File: src/rtl/csr_pkg.sv
// Shared definitions for the machine-mode trap sequencer: CSR addresses,
// mstatus/mie bit positions, interrupt cause codes, request kinds and the
// sequencer state encoding.
package csr_pkg;

    localparam logic [11:0] CSR_MSTATUS = 12'h300;
    localparam logic [11:0] CSR_MIE     = 12'h304;
    localparam logic [11:0] CSR_MTVEC   = 12'h305;
    localparam logic [11:0] CSR_MEPC    = 12'h341;
    localparam logic [11:0] CSR_MCAUSE  = 12'h342;
    localparam logic [11:0] CSR_MTVAL   = 12'h343;

    localparam int MSTATUS_MIE    = 3;
    localparam int MSTATUS_MPIE   = 7;
    localparam int MSTATUS_MPP_LO = 11;
    localparam int MSTATUS_MPP_HI = 12;

    localparam int MIE_MTIE = 7;
    localparam int MIE_MEIE = 11;

    localparam logic [3:0] CAUSE_IRQ_TIMER = 4'd7;
    localparam logic [3:0] CAUSE_IRQ_EXT   = 4'd11;

    typedef enum logic [1:0] {
        KIND_EXC,
        KIND_MRET,
        KIND_IRQ_EXT,
        KIND_IRQ_TIMER
    } trap_kind_e;

    typedef enum logic [3:0] {
        S_IDLE,
        S_RD_TVEC,
        S_RD_EPC,
        S_RD_STAT,
        S_WR_EPC,
        S_WR_CAUSE,
        S_WR_TVAL,
        S_WR_STAT,
        S_REDIR
    } trap_state_e;

    // mstatus on trap entry: stack MIE into MPIE, disable, return to M-mode.
    function automatic logic [31:0] trap_status(input logic [31:0] s);
        logic [31:0] r;
        r = s;
        r[MSTATUS_MPIE] = s[MSTATUS_MIE];
        r[MSTATUS_MIE]  = 1'b0;
        r[MSTATUS_MPP_HI:MSTATUS_MPP_LO] = 2'b11;
        return r;
    endfunction

    // mstatus on MRET: restore MIE from MPIE, set MPIE, keep MPP at M.
    function automatic logic [31:0] mret_status(input logic [31:0] s);
        logic [31:0] r;
        r = s;
        r[MSTATUS_MIE]  = s[MSTATUS_MPIE];
        r[MSTATUS_MPIE] = 1'b1;
        r[MSTATUS_MPP_HI:MSTATUS_MPP_LO] = 2'b11;
        return r;
    endfunction

endpackage

File: src/rtl/csr_trap_ctrl_arbiter.sv
// trap_arbiter: combinational request priority and interrupt gating.
// Priority is exception > MRET > external irq > timer irq; interrupts need
// the global MIE shadow plus their own enable shadow.
module trap_arbiter
    import csr_pkg::*;
(
    input  logic       idle_i,
    input  logic       exc_valid_i,
    input  logic       mret_valid_i,
    input  logic       irq_ext_i,
    input  logic       irq_timer_i,
    input  logic       sh_mie_i,
    input  logic       sh_meie_i,
    input  logic       sh_mtie_i,
    output logic       accept_o,
    output trap_kind_e kind_o
);

    logic ext_ok;
    logic tmr_ok;

    // Pick the highest-priority eligible request; accept only from IDLE.
    always_comb begin
        ext_ok = irq_ext_i & sh_mie_i & sh_meie_i;
        tmr_ok = irq_timer_i & sh_mie_i & sh_mtie_i;
        kind_o = KIND_EXC;
        if (exc_valid_i)       kind_o = KIND_EXC;
        else if (mret_valid_i) kind_o = KIND_MRET;
        else if (ext_ok)       kind_o = KIND_IRQ_EXT;
        else if (tmr_ok)       kind_o = KIND_IRQ_TIMER;
        accept_o = idle_i & (exc_valid_i | mret_valid_i | ext_ok | tmr_ok);
    end

endmodule

File: src/rtl/csr_trap_ctrl.sv
// csr_trap_ctrl: machine-mode trap/MRET sequencer. Owns the csrfile read and
// write ports while busy and steps one CSR access per cycle, then pulses a
// fetch redirect. Optional macro MTVEC_VECTORED_EN enables vectored mtvec
// mode for interrupt traps.
module csr_trap_ctrl
    import csr_pkg::*;
#(
    parameter int XLEN = 32
) (
    input  logic            clk_i,
    input  logic            rst_n_i,
    input  logic            exc_valid_i,
    input  logic [3:0]      exc_cause_i,
    input  logic [XLEN-1:0] exc_pc_i,
    input  logic [XLEN-1:0] exc_tval_i,
    input  logic            mret_valid_i,
    input  logic            irq_ext_i,
    input  logic            irq_timer_i,
    input  logic [XLEN-1:0] irq_pc_i,
    input  logic            wb_csr_we_i,
    input  logic [11:0]     wb_csr_waddr_i,
    input  logic [XLEN-1:0] wb_csr_wdata_i,
    input  logic [XLEN-1:0] csr_rdata_i,
    output logic            busy_o,
    output logic [11:0]     csr_raddr_o,
    output logic            csr_we_o,
    output logic [11:0]     csr_waddr_o,
    output logic [XLEN-1:0] csr_wdata_o,
    output logic            redirect_valid_o,
    output logic [XLEN-1:0] redirect_pc_o
);

    trap_state_e     state_q, state_d;
    trap_kind_e      kind_q;
    trap_kind_e      acc_kind;
    logic            accept;
    logic [XLEN-1:0] pc_q;
    logic [3:0]      cause_q;
    logic [XLEN-1:0] tval_q;
    logic [XLEN-1:0] tvec_q;     // mtvec for traps, mepc for MRET
    logic [XLEN-1:0] status_q;
    logic            sh_mie_q, sh_mie_d;
    logic            sh_meie_q, sh_meie_d;
    logic            sh_mtie_q, sh_mtie_d;
    logic            is_irq;
    logic [XLEN-1:0] trap_target;
    logic            unused_bits;

    trap_arbiter u_arb (
        .idle_i       (state_q == S_IDLE),
        .exc_valid_i  (exc_valid_i),
        .mret_valid_i (mret_valid_i),
        .irq_ext_i    (irq_ext_i),
        .irq_timer_i  (irq_timer_i),
        .sh_mie_i     (sh_mie_q),
        .sh_meie_i    (sh_meie_q),
        .sh_mtie_i    (sh_mtie_q),
        .accept_o     (accept),
        .kind_o       (acc_kind)
    );

    assign is_irq = (kind_q == KIND_IRQ_EXT) || (kind_q == KIND_IRQ_TIMER);

    // Bits that are deliberately ignored (alignment bits, non-shadowed data).
    assign unused_bits = ^{wb_csr_wdata_i, pc_q[1:0], tvec_q[1:0]};

    // Redirect target for traps: mtvec base, optionally offset by cause.
    always_comb begin
        trap_target = {tvec_q[XLEN-1:2], 2'b00};
`ifdef MTVEC_VECTORED_EN
        if (is_irq && (tvec_q[1:0] == 2'b01))
            trap_target = {tvec_q[XLEN-1:2], 2'b00} + {{(XLEN-6){1'b0}}, cause_q, 2'b00};
`endif
    end

    // Next state and CSR port drive; ports idle at zero outside their states.
    always_comb begin
        state_d          = state_q;
        busy_o           = (state_q != S_IDLE);
        csr_raddr_o      = '0;
        csr_we_o         = 1'b0;
        csr_waddr_o      = '0;
        csr_wdata_o      = '0;
        redirect_valid_o = 1'b0;
        redirect_pc_o    = '0;
        unique case (state_q)
            S_IDLE: begin
                if (accept)
                    state_d = (acc_kind == KIND_MRET) ? S_RD_EPC : S_RD_TVEC;
            end
            S_RD_TVEC: begin
                csr_raddr_o = CSR_MTVEC;
                state_d     = S_RD_STAT;
            end
            S_RD_EPC: begin
                csr_raddr_o = CSR_MEPC;
                state_d     = S_RD_STAT;
            end
            S_RD_STAT: begin
                csr_raddr_o = CSR_MSTATUS;
                state_d     = (kind_q == KIND_MRET) ? S_WR_STAT : S_WR_EPC;
            end
            S_WR_EPC: begin
                csr_we_o    = 1'b1;
                csr_waddr_o = CSR_MEPC;
                csr_wdata_o = {pc_q[XLEN-1:2], 2'b00};
                state_d     = S_WR_CAUSE;
            end
            S_WR_CAUSE: begin
                csr_we_o    = 1'b1;
                csr_waddr_o = CSR_MCAUSE;
                csr_wdata_o = {is_irq, {(XLEN-5){1'b0}}, cause_q};
                state_d     = S_WR_TVAL;
            end
            S_WR_TVAL: begin
                csr_we_o    = 1'b1;
                csr_waddr_o = CSR_MTVAL;
                csr_wdata_o = tval_q;
                state_d     = S_WR_STAT;
            end
            S_WR_STAT: begin
                csr_we_o    = 1'b1;
                csr_waddr_o = CSR_MSTATUS;
                csr_wdata_o = (kind_q == KIND_MRET) ? mret_status(status_q)
                                                    : trap_status(status_q);
                state_d     = S_REDIR;
            end
            S_REDIR: begin
                redirect_valid_o = 1'b1;
                redirect_pc_o    = (kind_q == KIND_MRET) ? {tvec_q[XLEN-1:2], 2'b00}
                                                         : trap_target;
                state_d          = S_IDLE;
            end
            default: state_d = S_IDLE;
        endcase
    end

    // Shadow tracking of MIE/MEIE/MTIE; our own write port wins over WB.
    always_comb begin
        sh_mie_d  = sh_mie_q;
        sh_meie_d = sh_meie_q;
        sh_mtie_d = sh_mtie_q;
        if (wb_csr_we_i && (wb_csr_waddr_i == CSR_MSTATUS))
            sh_mie_d = wb_csr_wdata_i[MSTATUS_MIE];
        if (wb_csr_we_i && (wb_csr_waddr_i == CSR_MIE)) begin
            sh_meie_d = wb_csr_wdata_i[MIE_MEIE];
            sh_mtie_d = wb_csr_wdata_i[MIE_MTIE];
        end
        if (csr_we_o && (csr_waddr_o == CSR_MSTATUS))
            sh_mie_d = csr_wdata_o[MSTATUS_MIE];
        if (csr_we_o && (csr_waddr_o == CSR_MIE)) begin
            sh_meie_d = csr_wdata_o[MIE_MEIE];
            sh_mtie_d = csr_wdata_o[MIE_MTIE];
        end
    end

    // State register and shadows.
    always_ff @(posedge clk_i) begin
        if (!rst_n_i) begin
            state_q   <= S_IDLE;
            sh_mie_q  <= 1'b0;
            sh_meie_q <= 1'b0;
            sh_mtie_q <= 1'b0;
        end else begin
            state_q   <= state_d;
            sh_mie_q  <= sh_mie_d;
            sh_meie_q <= sh_meie_d;
            sh_mtie_q <= sh_mtie_d;
        end
    end

    // Latch request context on acceptance and capture CSR read data.
    always_ff @(posedge clk_i) begin
        if (!rst_n_i) begin
            kind_q   <= KIND_EXC;
            pc_q     <= '0;
            cause_q  <= '0;
            tval_q   <= '0;
            tvec_q   <= '0;
            status_q <= '0;
        end else begin
            if ((state_q == S_IDLE) && accept) begin
                kind_q <= acc_kind;
                unique case (acc_kind)
                    KIND_IRQ_EXT: begin
                        pc_q    <= irq_pc_i;
                        cause_q <= CAUSE_IRQ_EXT;
                        tval_q  <= '0;
                    end
                    KIND_IRQ_TIMER: begin
                        pc_q    <= irq_pc_i;
                        cause_q <= CAUSE_IRQ_TIMER;
                        tval_q  <= '0;
                    end
                    default: begin
                        pc_q    <= exc_pc_i;
                        cause_q <= exc_cause_i;
                        tval_q  <= exc_tval_i;
                    end
                endcase
            end
            if ((state_q == S_RD_TVEC) || (state_q == S_RD_EPC))
                tvec_q <= csr_rdata_i;
            if (state_q == S_RD_STAT)
                status_q <= csr_rdata_i;
        end
    end

endmodule

File: config.mk
export PLATFORM = sky130hd
export DESIGN_NAME = csr_trap_ctrl
export DESIGN_NICKNAME = d
export VERILOG_FILES = /design/src/rtl/csr_pkg.sv /design/src/rtl/csr_trap_ctrl_arbiter.sv /design/src/rtl/csr_trap_ctrl.sv
export SDC_FILE = /design/constraint.sdc
export NUM_CORES = 1
export LEC_CHECK = 0
export CORE_MARGIN = 8
export CORE_UTILIZATION = 44
export DETAILED_ROUTE_END_ITERATION = 12
export PLACE_DENSITY = 0.85
export SLEW_MARGIN = 20
export SYNTH_ARGS = -nofsm -noshare
export SYNTH_HDL_FRONTEND = slang
export SYNTH_HIERARCHICAL = 1
export SYNTH_SLANG_ARGS = --single-unit
export TNS_END_PERCENT = 100
File: constraint.sdc
create_clock -name clk_i -period 2.05 [get_ports clk_i]
set_input_delay 0.41 -clock clk_i [delete_from_list [all_inputs] [get_ports clk_i]]
set_output_delay 0.41 -clock clk_i [all_outputs]
set_load 0.03 [all_outputs]
* Word level (Yosys, flattened, before mapping)
Cells that the tools add are included.
Cells by class: equality and inequality tests 19, bitwise logic cells 8, reductions and logical operators 14, multiplexer cells 24
Operators with widths (count):
- 32-bit case mux with 4 select lines | 1
- 32-bit two-way mux | 3
- 12-bit by 10-bit equality test with 1-bit output (second input constant) | 4
- 10-bit case mux with 4 select lines | 1
- 10-bit case mux with 3 select lines | 1
- 4-bit case mux with 7 select lines | 1
- 4-bit by 3-bit equality test with 1-bit output (second input constant) | 4
- 2-bit two-way mux | 6
- 2-bit equality test (second input constant) | 4
- 4-bit by 2-bit equality test with 1-bit output (second input constant) | 2
- 1-bit two-way mux | 8
- 8-bit two-way mux | 1
- 4-bit case mux with 2 select lines | 1
- 1-bit bitwise AND | 5
- 1-bit logical AND | 5
- 2-bit by 1-bit equality test with 1-bit output (second input constant) | 2
- 4-bit by 1-bit equality test with 1-bit output (second input constant) | 1
- 4-bit equality test (second input constant) | 1
- 4-bit logical NOT | 1
- 4-bit two-way mux | 1
- 2-bit nonzero test | 2
- 4-bit nonzero test | 1
- 2-bit OR reduction | 2
- 4-bit OR reduction | 1
- 3 further kinds | 6
Word-level totals: register bits 141

* Depth between registers and ports, before layout
Gate-level depths: netlist of run 1.
depth in word-level cells 10, gate-level depth with buffers 9, mapped depth without buffers 6

* Hierarchy
Netlist of run 1, hierarchy kept.
Modules (own cells, without submodules):
- csr_trap_ctrl | area each 6661.4 µm², seq. area each 2702.6 µm², cells each 819, times used 1
- trap_arbiter | area each 63.8 µm², seq. area each 0.0 µm², cells each 9, times used 1

* Least setup slack after synthesis of run 1
OpenSTA, ideal clock, no wires.
path type register to output, from register state_q[0], to output port csr_raddr_o[2], required time 1.640 ns, path buffers 3, stages on the path, launching flop included 5, arrival 2.061 ns, path slack -0.421 ns, path through dfxtp_1 > buf_4 > clkbuf_1 > clkbuf_1 > nor4b_1
On the way: word-level cells in the longest chain between the ends 2, elaborated cells on any way between the ends 4, those cells by class eq/ne: 3; mux: 1
RTL lines:
- start: declaration | RTL line csr_trap_ctrl.sv:33 | trap_state_e state_q, state_d;
- start signal: assignment | RTL line csr_trap_ctrl.sv:165 | state_q <= state_d;
- 4-bit by 2-bit equality test with 1-bit output / 4-bit by 1-bit equality test with 1-bit output (equally long branches) | RTL line csr_trap_ctrl.sv:86 | unique case (state_q)
- 10-bit case mux with 3 select lines * | RTL line csr_trap_ctrl.sv:86
- end: declaration | RTL line csr_trap_ctrl.sv:25 | output logic [11:0] csr_raddr_o,
Mark *: on every way between the ends. The rest lies on a longest branch, timed or not.

* Worst setup path after layout of run 1
from register state_q[1], to output port csr_wdata_o[2]
On the way: word-level cells in the longest chain between the ends 2, elaborated cells on any way between the ends 5, those cells by class eq/ne: 4; mux: 1
RTL lines:
- 4-bit by 3-bit equality test with 1-bit output | RTL line csr_trap_ctrl.sv:86
- 32-bit case mux with 4 select lines * | RTL line csr_trap_ctrl.sv:86
- end: declaration | RTL line csr_trap_ctrl.sv:28 | output logic [XLEN-1:0] csr_wdata_o,
Marked as above.

==> impl_results.md, run 1 <==
- Outcome: finished with violations
- Failing checks: negative setup slack
- Setup crit start: state_q[1]
- Initial antenna violation count: 1
- Prevailing post-synth register cell: dfxtp_1
- Crit-path max FO: 13
- Seq/Total Area, Yosys: 0.4019
- Period utilization: 1.088
- GP Congestion: 0.8370
- Area Growth Syn to Fin: 62.40%
- Post-synthesis cell area: roughly 6700 um2
- Post-DP Area: a little over 9000 um2
- First-pass GRT wire length: between 30000 and 40000 um
- IO Count: roughly 270
- Min Clock Period, post-route: roughly 2.2 ns
- Hold_sp: tvec_q[4]
- Hpwl dp: ~17000 um
- Initial Util: 0.4457
- Die X: 139.6 um
- Syn. warnings: 6
- Max Slew Vio Count: 0
- Mapped Avg Cell Area: just over 8 um2
- Port buffer count: between 200 and 250
- Die area: about 19000 um2
- Final setup vio count: 74
- Drt pass-1 iters: 5
- WL/cell: ~20 um
- Row cnt: 45
- Worst reg2reg endpoint: tval_q[9]
- Data arrival time of the critical path: 1.82 ns
- Final setup margin: -0.1809 ns
- Die Height: between 100 and 150 um
- Final WL: about 26000 um
- GRT Overall Usage: 0.2339
- TNS Setup: -8.237 ns
- Fin cells: about 1.3k
- Hold path cells: 2
- Number of synthesized flops with an enable pin: 0
- Worst-Skew Late Latency: 0.42 ns
- Post-synth ARST share: 0
- #FFs+latches synth: around 140
- Maximum vdd drop: between 0.6 and 0.7 mV
- Final #Nets: between 1k and 1.5k
- Setup CP Type: register to primary output
- Hold Path Class: register to register
- Commonest non-fill, non-tap cell in the layout: nand2_1
- CTS tree: yes
- Clk root buf: clkbuf_16
- DRC Markers: 0
- Crit. End Element: primary output
- GRT Residual Overflow: 0
- Unrepaired setup endpoints after global routing: true
- Synth Instances: between 800 and 900
- Hold Path Sink: tvec_q[4]
- Routed vias/inst: between 5 and 6
- Max H-tree Level: 4
- DP Worst Slack: -0.1198 ns
- CP required: ~1.6 ns
- Total leakage power: 4.122 nW
- Layout Cell Area excl Fill: between 10000 and 15000 um2
- Utilization after layout: 0.7238
- Antenna Nets Post-Route: 0
- Via count: between 7k and 8k
- Post-synthesis cell type count: 43
- Reg-to-reg startpoint: state_q[1]
- P per Cell Area: 1200 nW/um2
- Clock Pin Slew Worst Setup and Hold Paths: approximately 0.060 ns
- Num CTS Buffers: 17
- Setup slack, reg-to-reg: -0.06 ns
- Share of cells above drive strength 1: 0.2838
- Max-cap violations: 0
- Fmax: about 0.45 GHz
- Core area: approximately 15000 um2
- FF-to-FF path depth: 10
- Placed cells: 1215
- CP Launch Type: register
- Final Skew: 0.007124 ns
- Largest net degree at the start of global routing: 69
- FILL cells: roughly 1.1k
- Vias in the first global route: 6699
- Max Root-Sink Buffers: 2
- Hold Violations, Final: 0
- Most frequent cells in the layout: 162 x nand2_1, 149 x clkdlybuf4s50_1, 132 x dfxtp_1
- # clock sinks: 135
- Initial DRC count: ~530
-- sequential cells by signal (all words and copies together) (netlist names) --
| signal | cells |
|---|---|
| tval_q | 32 |
| pc_q | 30 |
| status_q | 30 |
| tvec_q | 30 |
| cause_q | 4 |
| state_q | 4 |
| kind_q | 2 |
| sh_meie_q | 1 |
| sh_mie_q | 1 |
| sh_mtie_q | 1 |
-- kinds of logic after synthesis --
kind of cell	after synthesis	synth area share
and+or+nand+nor	352	0.2407
other	1	0.0005576
AOI/OAI and AO/OA	172	0.1740
xor gates and xnor gates	2	0.002605
buffers and inverters	103	0.08242
muxes	63	0.09786
DFF	135	0.4019
-- power breakdown --
group	total [mW]	switching, mW	internal, mW
clock	3.26	1.14	2.12
sequential	3.77	0.497	3.28
combinational	6.08	3.18	2.90
-- worst max-delay path by stage --
stage / endpoint / cells past startpoint / slack (ns)
floorplan: csr_raddr_o[2] / 4 / -0.03
global route: csr_wdata_o[20] / 7 / -0.25
global placement: state_q[1] / 7 / -0.04
detailed placement: state_q[1] / 7 / -0.12
finish: csr_wdata_o[2] / 4 / -0.18
CTS: csr_wdata_o[17] / 6 / -0.17
-- routing by layer --
| metal | vias up | GRT usage | wire, um |
|---|---|---|---|
| met3 | 46 | 0.06156 | 1833 |
| met1 | 3416 | 0.2953 | 10420 |
| met5 | - | 0 | 0 |
| li1 | 3337 | - | - |
| met2 | 283 | 0.3824 | 12980 |
| met4 | 0 | 0.07429 | 585 |
-- synthesized netlist by cell type, drive strengths merged, types with 9 or more instances --
| master | number | area (um2) |
|---|---|---|
| a211oi | 35 | 422.9 |
| a21oi | 100 | 500.5 |
| a31oi | 24 | 150.1 |
| and3 | 30 | 187.7 |
| buf | 45 | 336.6 |
| clkbuf | 50 | 187.7 |
| dfxtp | 135 | 2703 |
| mux2i | 59 | 590.6 |
| nand2 | 163 | 611.8 |
| nand3b | 32 | 240.2 |
| nor2 | 93 | 349.1 |
| nor3 | 9 | 45.04 |
-- cell type report --
cell class	count	area, um2	area share
multi-input cells	607	3968	0.3633
diodes	1	2.502	0.0002291
clock buffers	26	520.5	0.04766
repair buffers	321	3339	0.3058
inverters	8	35.03	0.003208
clock inverters	6	110.1	0.01008
well taps	188	235.2	0.02154
flip-flops and latches	135	2711	0.2483
-- per-stage QoR --
stage / power (mW) / hold slack (ns)
detailed placement: 8.092 / 0.4448
CTS: 11.92 / 0.4525
floorplan: 6.609 / 0.4283
global placement: 7.970 / 0.4367
global route: 13.70 / 0.4734
finish: 13.11 / 0.4500
-- worst max-delay path: stages (launching register included) --
cell,delay (ns)
dfxtp_4,0.43
buf_8,0.18
mux4_2,0.49
nor2b_1,0.14
buf_4,0.16
-- timing repair --
item	in CTS	in global routing
setup buffers	12	19
resized for setup	120	80
pin swaps	5	50
cloned	1	12
setup endpoints to repair	73	116
hold buffers	0	0
No activity file was read; power rests on OpenSTA's default activity.
==> run 2: changes to the inputs <==
--- a/config.mk
+++ b/config.mk
@@ -8,5 +8,7 @@
 export CORE_MARGIN = 8
-export CORE_UTILIZATION = 44
+export CORE_UTILIZATION = 45
+export CTS_BUF_LIST = sky130_fd_sc_hd__clkbuf_8
+export CTS_CLUSTER_SIZE = 40
 export DETAILED_ROUTE_END_ITERATION = 12
-export PLACE_DENSITY = 0.85
+export PLACE_DENSITY = 0.86
 export SLEW_MARGIN = 20
--- a/constraint.sdc
+++ b/constraint.sdc
@@ -3,2 +3,2 @@
 set_output_delay 0.41 -clock clk_i [all_outputs]
-set_load 0.03 [all_outputs]
+set_load 0.01 [all_outputs]
==> impl_results.md, run 2 (synthesized netlist as in run 1, its figures left out) <==
- Total leakage power: 4.208 nW (+2.1%)
- Die Height: 138.3 um (-0.99%)
- Most frequent cells in the layout: 159 x nand2_1, 149 x clkdlybuf4s50_1, 131 x dfxtp_1
- Min Hold Slack: 0.4574 ns (+0.007429 ns)
- DP Worst Slack: -0.1381 ns (-0.01836 ns)
- DRC Markers: 0 (unchanged)
- CP top delay family: flip-flops
- Crit-path cells: clkbuf_16 > buf_12 > mux2i_4 > nor2_1 > a31oi_1 > nor2_1 > clkbuf_2
- Multi-input gate area: 4317 um2 (+8.8%)
- Switching share of total power: 0.4018 (+0.03400)
- Hold_sp: status_q[23]
- Critical path's slowest cell: dfxtp_4
- Unrepaired setup endpoints after global routing: true
- Via count: 7372 (+4.1%)
- Hold Violations, Final: 0 (unchanged)
- Max Slew Vio Count: 0 (unchanged)
- Worst stage delay on the critical path: 0.49 ns (about the same)
- Top Metal Used: met4
- Clk root buf: clkbuf_8
- P per Cell Area: 1164 nW/um2 (-3.0%)
- Power Total: 13.15 mW (+0.31%)
- Max reg flops: 32 (unchanged)
- Setup crit start: state_q[1]
- Met2 wire length: 14020 um (+8.0%)
- Initial antenna violation count: 2 (+1)
- CTS tree: yes
- Max Root-Sink Buffers: 2 (unchanged)
- Min Clock Period, post-route: 2.330 ns (+0.09895 ns)
- Gate power share: 0.535 (+0.071)
- Hpwl dp: 16450 um (-1.0%)
- Commonest non-fill, non-tap cell in the layout: nand2_1
- Row cnt: 44 (-2.2%)
- Maximum vdd drop: 0.8835 mV (+40%)
- Die area: 19110 um2 (-2.0%)
- Antenna Nets Post-Route: 0 (unchanged)
- Final setup vio count: 122 (+65%)
- Period utilization: 1.137 (+0.04827)
- Port buffer count: 224 (unchanged)
- IO Count: 274 (unchanged)
- Hold buffer count at cts: 0 (unchanged)
- P_sw: 5.283 mW (+9.6%)
- Fmax: 0.4292 GHz (-4.2%)
- Outcome: finished with violations
- Top reg by flops: tval_q
- Internal cell power: 7.865 mW (-5.1%)
- Max H-tree Level: 4 (unchanged)
- Core area: 14590 um2 (-3.3%)
- Final WL: 28700 um (+11%)
- Wl on met1: 11330 um (+8.8%)
- Failing checks: negative setup slack
- Final #Nets: 1286 (+1.0%)
- Share of cells above drive strength 1: 0.3387 (+0.05494)
- Max-cap violations: 0 (unchanged)
- Crit-path max FO: 8 (-5)
- Routed vias/inst: 5.662 (+3.3%)
- Clock power share: 0.167 (-0.082)
- Most frequent CP cell: nor2_1
- WL/cell: 22.04 um (+10%)
- Final Skew: 0.01669 ns (+0.009567 ns)
- Area Growth Syn to Fin: 68.02%
- Drt pass-1 iters: 6 (+1)
- GP Congestion: 0.8916 (+6.5%)
- Die X: 138.3 um (-0.99%)
- First-pass GRT wire length: 35980 um (-1.1%)
- Hold Path Class: register to register
- Largest net degree at the start of global routing: 62 (-10%)
- Data arrival time of the critical path: 1.92 ns (+0.10 ns)
- Num CTS Buffers: 17 (unchanged)
- GRT Overall Usage: 0.2326 (-0.001373)
- Clock Pin Slew Worst Setup and Hold Paths: 0.08 ns (+0.02 ns)
- Met3 wire length: 2378 um (+30%)
- Reg-to-reg startpoint: state_q[1]
- FILL cells: 897 (-15%)
- Sequential share of power: 0.298 (+0.010)
- GRT Residual Overflow: 0 (unchanged)
- Setup CP Type: register to primary output
- Initial Util: 0.4610 (+0.01529)
- Initial DRC count: 559 (+5.9%)
- # clock sinks: 135 (unchanged)
- Final setup margin: -0.2798 ns (-0.09895 ns)
- CP required: 1.64 ns (about the same)
- CP Launch Type: register
- Vias in the first global route: 6515 (-2.7%)
- Buf/Inv on CP: 3 (+1)
- Flip-flop and latch area: 2715 um2 (+0.14%)
- Crit. End Element: primary output
- Worst-Skew Late Latency: 0.48 ns (+0.06 ns)
## run 2: tightest hold or removal path, cell delays in order, from the launching register on
cell,delay [ns]
dfxtp_1,0.31
nand2_1,0.05
a21oi_1,0.05
## run 2: power groups by stage
stage | clock (mW) | combinational, mW | sequential, mW
6_report | 2.19 | 7.04 | 3.92
3_5_place_dp | 0 | 4.23 | 3.68
5_1_grt | 2.30 | 7.41 | 3.96
2_1_floorplan | 0 | 2.87 | 3.52
4_1_cts | 2.15 | 4.95 | 3.70
3_3_place_gp | 0 | 4.12 | 3.65
## run 2: worst paths after layout
check / cells past startpoint / end / slack [ns]
setup / recovery: 7 / csr_wdata_o[19] / -0.28
hold / removal: 2 / status_q[23] / 0.46
setup reg to reg: 11 / tval_q[4] / -0.11
hold reg to reg: 2 / status_q[23] / 0.46
## run 2: layer usage
layer / vias up / GRT usage
met1: 3522 / 0.2947
met5: - / 0
li1: 3373 / -
met3: 87 / 0.06507
met4: 0 / 0.08181
met2: 390 / 0.3705
## run 2: cell type report
type | instances | area share
inverter | 8 | 0.003100
timing repair buffer | 335 | 0.3207
tap | 184 | 0.02037
antenna | 2 | 0.0004429
multi-input combinational | 606 | 0.3820
clock buffer | 18 | 0.02192
clock inverter | 14 | 0.01118
sequential | 135 | 0.2403
## run 2: stage by stage
stage                 util  instances  instance area (um2)  TNS (ns)
global route        0.7745       1302                11300    -25.01
detailed placement  0.6343       1203                 9254    -1.529
floorplan                -        843                 6782         0
finish              0.7745       1302                11300    -14.70
global placement    0.6343       1203                 9254   -0.6847
CTS                 0.6750       1253                 9848    -11.65
## run 2: timing repair
action                     in CTS  in global routing
pin swaps                       6                118
gates cloned                    2                 16
gates resized for setup       309                222
setup endpoints to repair      75                142
buffers inserted               16                 35
